### config.mk
export PLATFORM = sky130hd
export DESIGN_NAME = jtag_tap_oversampled
export DESIGN_NICKNAME = d
export VERILOG_FILES = /design/src/rtl/jtag_tap_oversampled.sv
export SDC_FILE = /design/constraint.sdc
export NUM_CORES = 1
export LEC_CHECK = 0
export ABC_AREA = 1
export ABC_CLOCK_PERIOD_IN_PS = 4910
export BUFFER_PORTS_ARGS = -buffer_cell sky130_fd_sc_hd__buf_4
export CORE_AREA = 2 2 103 105
export CTS_CLUSTER_DIAMETER = 50
export DETAILED_ROUTE_END_ITERATION = 10
export DIE_AREA = 0 0 105 107
export GPL_TIMING_DRIVEN = 0
export MAX_ROUTING_LAYER = met4
export PLACE_DENSITY_LB_ADDON = 0.25
export SYNTH_ARGS = -nofsm -noshare
export SYNTH_HDL_FRONTEND = slang
export SYNTH_SLANG_ARGS = --single-unit
### constraint.sdc
create_clock -name clock -period 4.91 [get_ports clock]
set_clock_uncertainty 0.15 [all_clocks]
set_input_delay 0.491 -clock clock [delete_from_list [all_inputs] [get_ports clock]]
set_output_delay 0.491 -clock clock [all_outputs]
set_load 0.01 [all_outputs]
### src/rtl/jtag_tap_oversampled.sv
// jtag_tap_oversampled: IEEE 1149.1 TAP controller that oversamples the JTAG pins
// on the system clock. There is no TCK clock domain.
// Instructions: IDCODE (5'h01), USER (5'h10), BYPASS (5'h1F). Any other code selects the 1-bit bypass register.
// Optional macro JTAG_TAP_SYNC_EN adds a 2-flop synchroniser on the pins.
// With the macro, pin-to-state latency is 3 clocks; without it, 2 clocks.
// tap_state is a debug view of the FSM in the IEEE 1149.1 state encoding.
// The TLR state is 4'hF and RTI is 4'hC.
// Handshake: dr_update_valid rises when Update-DR latches a USER value.
// While valid is high, dr_update_data holds still.
// The transfer completes on a clock where valid and ready are both 1.
// valid drops on the next clock unless a new update lands on that same clock.
module jtag_tap_oversampled #(
    parameter logic [31:0] IDCODE_VAL = 32'h1000_0001,
    parameter int          DR_W       = 32,
    parameter int          IR_W       = 5
) (
    input  logic            clock,
    input  logic            resetn,
    input  logic            jtag_TCK,
    input  logic            jtag_TMS,
    input  logic            jtag_TDI,
    input  logic            jtag_TRSTn,
    output logic            jtag_TDO_data,
    output logic            jtag_TDO_driven,
    output logic [IR_W-1:0] ir_q,
    input  logic [DR_W-1:0] dr_capture_data,
    output logic            dr_update_valid,
    output logic [DR_W-1:0] dr_update_data,
    input  logic            dr_update_ready,
    output logic            dr_overrun,
    output logic [3:0]      tap_state
);
    typedef enum logic [3:0] {
        TLR      = 4'hF, RTI      = 4'hC,
        SEL_DR   = 4'h7, CAP_DR   = 4'h6, SHIFT_DR = 4'h2, EXIT1_DR = 4'h1,
        PAUSE_DR = 4'h3, EXIT2_DR = 4'h0, UPD_DR   = 4'h5,
        SEL_IR   = 4'h4, CAP_IR   = 4'hE, SHIFT_IR = 4'hA, EXIT1_IR = 4'h9,
        PAUSE_IR = 4'hB, EXIT2_IR = 4'h8, UPD_IR   = 4'hD
    } tap_state_t;

    localparam logic [IR_W-1:0] IR_IDCODE = IR_W'(1);
    localparam logic [IR_W-1:0] IR_USER   = IR_W'(16);

    logic tck_s, tms_s, tdi_s, trstn_s, tck_prev;
    logic rise, fall;

`ifdef JTAG_TAP_SYNC_EN
    logic [3:0] pins_meta;

    // Two-flop synchroniser; TRSTn idles high out of reset
    always_ff @(posedge clock) begin
        if (!resetn) begin
            pins_meta                       <= 4'b1000;
            {trstn_s, tdi_s, tms_s, tck_s}  <= 4'b1000;
        end else begin
            pins_meta                       <= {jtag_TRSTn, jtag_TDI, jtag_TMS, jtag_TCK};
            {trstn_s, tdi_s, tms_s, tck_s}  <= pins_meta;
        end
    end
`else
    // Single register stage on the pins; TRSTn idles high out of reset
    always_ff @(posedge clock) begin
        if (!resetn) begin
            {trstn_s, tdi_s, tms_s, tck_s} <= 4'b1000;
        end else begin
            {trstn_s, tdi_s, tms_s, tck_s} <= {jtag_TRSTn, jtag_TDI, jtag_TMS, jtag_TCK};
        end
    end
`endif

    // Previous TCK sample for edge detection
    always_ff @(posedge clock) begin
        if (!resetn) tck_prev <= 1'b0;
        else         tck_prev <= tck_s;
    end

    assign rise = tck_s & ~tck_prev;
    assign fall = ~tck_s & tck_prev;

    tap_state_t state, state_next, graph_next;

    // FSM state register
    always_ff @(posedge clock) begin
        if (!resetn) state <= TLR;
        else         state <= state_next;
    end

    // TAP graph on TMS; synchronised TRSTn low wins over a coincident rise
    always_comb begin
        graph_next = state;
        case (state)
            TLR:      graph_next = tms_s ? TLR      : RTI;
            RTI:      graph_next = tms_s ? SEL_DR   : RTI;
            SEL_DR:   graph_next = tms_s ? SEL_IR   : CAP_DR;
            CAP_DR:   graph_next = tms_s ? EXIT1_DR : SHIFT_DR;
            SHIFT_DR: graph_next = tms_s ? EXIT1_DR : SHIFT_DR;
            EXIT1_DR: graph_next = tms_s ? UPD_DR   : PAUSE_DR;
            PAUSE_DR: graph_next = tms_s ? EXIT2_DR : PAUSE_DR;
            EXIT2_DR: graph_next = tms_s ? UPD_DR   : SHIFT_DR;
            UPD_DR:   graph_next = tms_s ? SEL_DR   : RTI;
            SEL_IR:   graph_next = tms_s ? TLR      : CAP_IR;
            CAP_IR:   graph_next = tms_s ? EXIT1_IR : SHIFT_IR;
            SHIFT_IR: graph_next = tms_s ? EXIT1_IR : SHIFT_IR;
            EXIT1_IR: graph_next = tms_s ? UPD_IR   : PAUSE_IR;
            PAUSE_IR: graph_next = tms_s ? EXIT2_IR : PAUSE_IR;
            EXIT2_IR: graph_next = tms_s ? UPD_IR   : SHIFT_IR;
            UPD_IR:   graph_next = tms_s ? SEL_DR   : RTI;
            default:  graph_next = TLR;
        endcase
        state_next = state;
        if (!trstn_s)  state_next = TLR;
        else if (rise) state_next = graph_next;
    end

    assign tap_state = state;

    logic [IR_W-1:0] ir_sr;
    logic [31:0]     idcode_sr;
    logic [DR_W-1:0] user_sr;
    logic            bypass_sr;
    logic            ir_side;
    logic            active_lsb;

    // Select the shift register whose LSB feeds TDO
    always_comb begin
        ir_side    = (state inside {SEL_IR, CAP_IR, SHIFT_IR, EXIT1_IR, PAUSE_IR, EXIT2_IR, UPD_IR});
        active_lsb = bypass_sr;
        if (ir_side)                active_lsb = ir_sr[0];
        else if (ir_q == IR_IDCODE) active_lsb = idcode_sr[0];
        else if (ir_q == IR_USER)   active_lsb = user_sr[0];
    end

    // Register actions on TCK edges, using the state before the transition
    always_ff @(posedge clock) begin
        if (!resetn) begin
            ir_sr           <= '0;
            idcode_sr       <= '0;
            user_sr         <= '0;
            bypass_sr       <= 1'b0;
            ir_q            <= IR_IDCODE;
            jtag_TDO_data   <= 1'b0;
            jtag_TDO_driven <= 1'b0;
            dr_update_valid <= 1'b0;
            dr_update_data  <= '0;
            dr_overrun      <= 1'b0;
        end else begin
            if (dr_update_valid && dr_update_ready) dr_update_valid <= 1'b0;
            if (!trstn_s) begin
                ir_q            <= IR_IDCODE;
                jtag_TDO_driven <= 1'b0;
            end else if (rise) begin
                case (state)
                    CAP_IR:   ir_sr <= {{(IR_W-2){1'b0}}, 2'b01};
                    SHIFT_IR: ir_sr <= {tdi_s, ir_sr[IR_W-1:1]};
                    UPD_IR:   ir_q  <= ir_sr;
                    CAP_DR: begin
                        if (ir_q == IR_IDCODE)    idcode_sr <= IDCODE_VAL;
                        else if (ir_q == IR_USER) user_sr   <= dr_capture_data;
                        else                      bypass_sr <= 1'b0;
                    end
                    SHIFT_DR: begin
                        if (ir_q == IR_IDCODE)    idcode_sr <= {tdi_s, idcode_sr[31:1]};
                        else if (ir_q == IR_USER) user_sr   <= {tdi_s, user_sr[DR_W-1:1]};
                        else                      bypass_sr <= tdi_s;
                    end
                    UPD_DR: begin
                        if (ir_q == IR_USER) begin
                            // A consumer accepting on this same clock frees the slot
                            if (!dr_update_valid || dr_update_ready) begin
                                dr_update_data  <= user_sr;
                                dr_update_valid <= 1'b1;
                            end else begin
                                dr_overrun <= 1'b1;
                            end
                        end
                    end
                    default: ;
                endcase
                if (graph_next == TLR) begin
                    ir_q            <= IR_IDCODE;
                    jtag_TDO_driven <= 1'b0;
                end
            end else if (fall) begin
                jtag_TDO_data   <= active_lsb;
                jtag_TDO_driven <= (state == SHIFT_IR) || (state == SHIFT_DR);
            end
        end
    end

endmodule

==> summary.md <==
| Metric | Value |
|---|---|
| Via count of the first global-routing pass | 4365 |
| Iteration-0 DRC count of the detailed router | 198 |
| Final WS setup | 2940 ps |
| Result of the run | complete, no violations |
| Ratio of final minimum period to clock period | 40.1% |
| Pin count of the biggest net entering global routing | 17 |
| Number of different library cells in the post-synthesis netlist | 26 |
| Startpoint of the worst setup timing path | ir_q[2] |
| Total design power | 2.25 mW |
| Launching point of the worst reg2reg path | ir_q[2] |
| Cell count of the worst reg-to-reg path | 7 |
| Per-instance average area after synthesis | 7.44 sq um |
| Fin crit period | 1970 ps |
| Clock buffers created by TritonCTS | 17 |
| End point of the worst hold path | trstn_s |
| Congestion Overflow GR | 0 |
| Number of endpoints failing setup at the final stage | 0 |
| CP Cell Sequence | nor2_1 > nand4_1 > nor2_4 > nand3_4 > buf_2 > o21ai_0 > a21oi_1 |
| Routed Antenna Nets | 0 |
| Total vias in the final route | 4621 |
| Placeable core area | 0.0101 sq mm |
| Non-Filler Cell Area, Final | 0.00628 sq mm |
| RR Endpoint | dr_update_data[8] |
| Number of sinks handled by clock tree synthesis | 120 |
| Data required, critical path | 5160 ps |
| Start point of the worst min-delay path | jtag_TRSTn |
| Number of search-and-repair iterations in the first detailed-routing pass | 7 |
| Buffers from clock root to sink, at most | 2 |
| TritonCTS clock tree | built |
| Wire length reported by the detailed router | 11.8 mm |
| Initial antenna violation count | 0 |
| Max transition margin | 65.5% |
| Setup repair after global routing missed its margin | no |
| Post-synthesis instance area | 0.00493 sq mm |
| FF+latch count, synth | 120 |
| Layout Nets | 803 |
| Clock root buffer master | sky130_fd_sc_hd__clkbuf_8 |
| Quantity of hold-fixing buffers added after cts | 0 |
| Gates resized, CTS repair | 0 |
| Measured slew at the worst slew-check pin | 518 ps |
| Highest Clock Rate | 0.507 GHz |
| Yosys Warn Count | 0 |
| Last weighted congestion value of the routability-driven placer | 0.895 |
| Clock-pin slew on the worst setup and hold paths | 60 ps |
| Width of the die | 105 microns |
| Reg2Reg Setup Slack | 2940 ps |
| Average via count per standard cell | 5.06 |
| Biggest area contributors in the synthesized netlist | sky130_fd_sc_hd__dfxtp_1 (49%), sky130_fd_sc_hd__a21oi_1 (11%), sky130_fd_sc_hd__o21ai_0 (8.8%), sky130_fd_sc_hd__inv_1 (6.9%), sky130_fd_sc_hd__nand2_1 (5.9%) |
| H-tree level count | 4 |
| Leak | 2.64 nW |
| Startpoint kind of the worst setup timing path | register |
| Most used cells in the layout excluding fill and tap cells | sky130_fd_sc_hd__dfxtp_1 (120), sky130_fd_sc_hd__a21oi_1 (110), sky130_fd_sc_hd__inv_1 (90) |
| Clock insertion delay at the later pin of the skew report | 520 ps |
| Number of antenna diodes | 0 |
| Top Ports | 84 |
| Port buffer count | 83 |
| Global-route total usage across every layer | 22.6% |
| First-pass GRT wire length | 20.0 mm |
| Crit end category | register |
| Placement row count | 37 |
| Biggest area consumer among synthesized cells | sky130_fd_sc_hd__dfxtp_1 |
| Total power density per cell area | 359 mW/mm^2 |
| Half-perimeter wire length of the detailed placement result | 8.52 mm |
| Area growth, synth to finish | 27.5% |
| Post-detailed-route DRC marker count | 0 |
| WP buf/inv | 1 |
| Fraction of layout instances using a drive strength above 1 | 19.7% |
| Number of max-slew violations in the final report | 0 |
| Max IR drop VDD | 236 uV |
| Post-CTS setup buffer count | 0 |
| Sequential-to-total area share from yosys stat | 48.8% |
| Initial core utilization | 48.8% |
| Setup tns final | 0 ps |
| Critical path's top delay family | simple AND/OR/NAND/NOR gates |
| Top fanout value on the critical path | 10 |
| Slowest-stage cell, CP | sky130_fd_sc_hd__dfxtp_1 |
| Commonest non-fill, non-tap cell in the layout | sky130_fd_sc_hd__dfxtp_1 |
| Pre-CTS setup slack | 2940 ps |
| Max capacitance violation total | 0 |
| Critical Path Max Stage Delay | 330 ps |
| Type of the setup path with the least slack | reg -> reg |
| Number of stages on the worst hold path | 2 |
| Area after DPL | 0.00572 sq mm |
| Die footprint | 0.0112 sq mm |
| Post-layout util | 62.2% |
| Overall die height | 107 microns |
| Worst EP arrival | 2220 ps |
| Final hold violation count | 0 |
| Average detailed-routed wire length per instance | 13.0 microns |
| Post-synthesis instance total | 662 |
| Fillers | 906 |
| Proportion of netlist area held by the largest area contributor | 48.8% |
| Post-synthesis net count | 701 |
| Min-Delay Path Class | in -> reg |
[area by class of cell]
type	instances	area [sq um]	area share [%]
sequential	120	2400	38.2
buffer	41	218	3.47
timing repair buffer	83	623	9.92
tap	136	170	2.71
clock buffer	19	442	7.03
clock inverter	13	119	1.89
multi-input combinational	406	1950	31.1
inverter	95	357	5.68
[power by group]
part           internal [mW]  switching, mW
registers              0.980        0.00601
clock network          0.700          0.459
logic                 0.0467         0.0622
total                   1.73          0.527
[worst max path at each step]
stage | endpoint | slack (ps) | cells after the start
after global placement | dr_update_data[8] | 2960 | 10
after floorplan | user_sr[0] | 3220 | 9
after CTS | dr_update_data[8] | 2950 | 7
after detailed placement | dr_update_data[8] | 2940 | 7
after global routing | dr_update_data[8] | 2780 | 10
final | dr_update_data[8] | 2940 | 7
[stage by stage]
stage	hold WS, ps	std cells
6_report	13.6	913
5_1_grt	11.3	913
4_1_cts	5.01	913
3_5_place_dp	282	881
3_3_place_gp	283	881
2_1_floorplan	269	662
[kinds of logic (layout without fill, tap and decap cells)]
logic type | Yosys count | in the layout | share of synthesized area, %
AO/OA/AOI/OAI | 220 | 220 | 22.7
buffers and inverters | 136 | 251 | 11.7
flip-flops | 120 | 120 | 48.8
AND/OR/NAND/NOR | 186 | 186 | 16.9
[flip-flops by register name, summed over array words and instances (netlist names), 4 cells and up]
signal	count
ir_sr	5
tap_state	4
idcode_sr	32
user_sr	32
dr_update_data	32
ir_q	5
[Yosys cell counts]
master                      number
sky130_fd_sc_hd__dfxtp_1       120
sky130_fd_sc_hd__a21oi_1       110
sky130_fd_sc_hd__inv_1          90
sky130_fd_sc_hd__o21ai_0        87
sky130_fd_sc_hd__nand2_1        77
sky130_fd_sc_hd__nor2_1         49
sky130_fd_sc_hd__nor3_1         36
sky130_fd_sc_hd__clkbuf_1       18
sky130_fd_sc_hd__o21ai_1        16
sky130_fd_sc_hd__buf_2          15
sky130_fd_sc_hd__nand3_1        10
sky130_fd_sc_hd__nor2_4          5
sky130_fd_sc_hd__buf_4           4
sky130_fd_sc_hd__buf_6           4
sky130_fd_sc_hd__inv_2           4
sky130_fd_sc_hd__a211oi_1        3
sky130_fd_sc_hd__nand2_2         3
sky130_fd_sc_hd__nand4_1         3
sky130_fd_sc_hd__a21boi_0        1
sky130_fd_sc_hd__a31oi_1         1
sky130_fd_sc_hd__clkinv_1        1
sky130_fd_sc_hd__nand2_4         1
sky130_fd_sc_hd__nand3_4         1
sky130_fd_sc_hd__o2111ai_1       1
sky130_fd_sc_hd__o21a_1          1
sky130_fd_sc_hd__or2_2           1
[worst reg2reg max path: cells and delay by family, from the launching register on]
kind | cells | cell delay, ps
flops | 1 | 330
buf+inv | 1 | 230
compound gates | 2 | 280
simple gates | 4 | 860
[routing by layer]
| metal | vias to the layer above | wire [microns] | GRT usage, % | part of all wire [%] |
|---|---|---|---|---|
| met3 | 14 | 537 | 4.19 | 4.5 |
| met1 | 2127 | 5360 | 27.0 | 45 |
| met5 | - | 0 | - | 0 |
| met2 | 115 | 5780 | 37.9 | 49 |
| li1 | 2365 | - | - | - |
| met4 | 0 | 168 | 9.05 | 1.4 |
No activity file was read; power rests on OpenSTA's default activity.
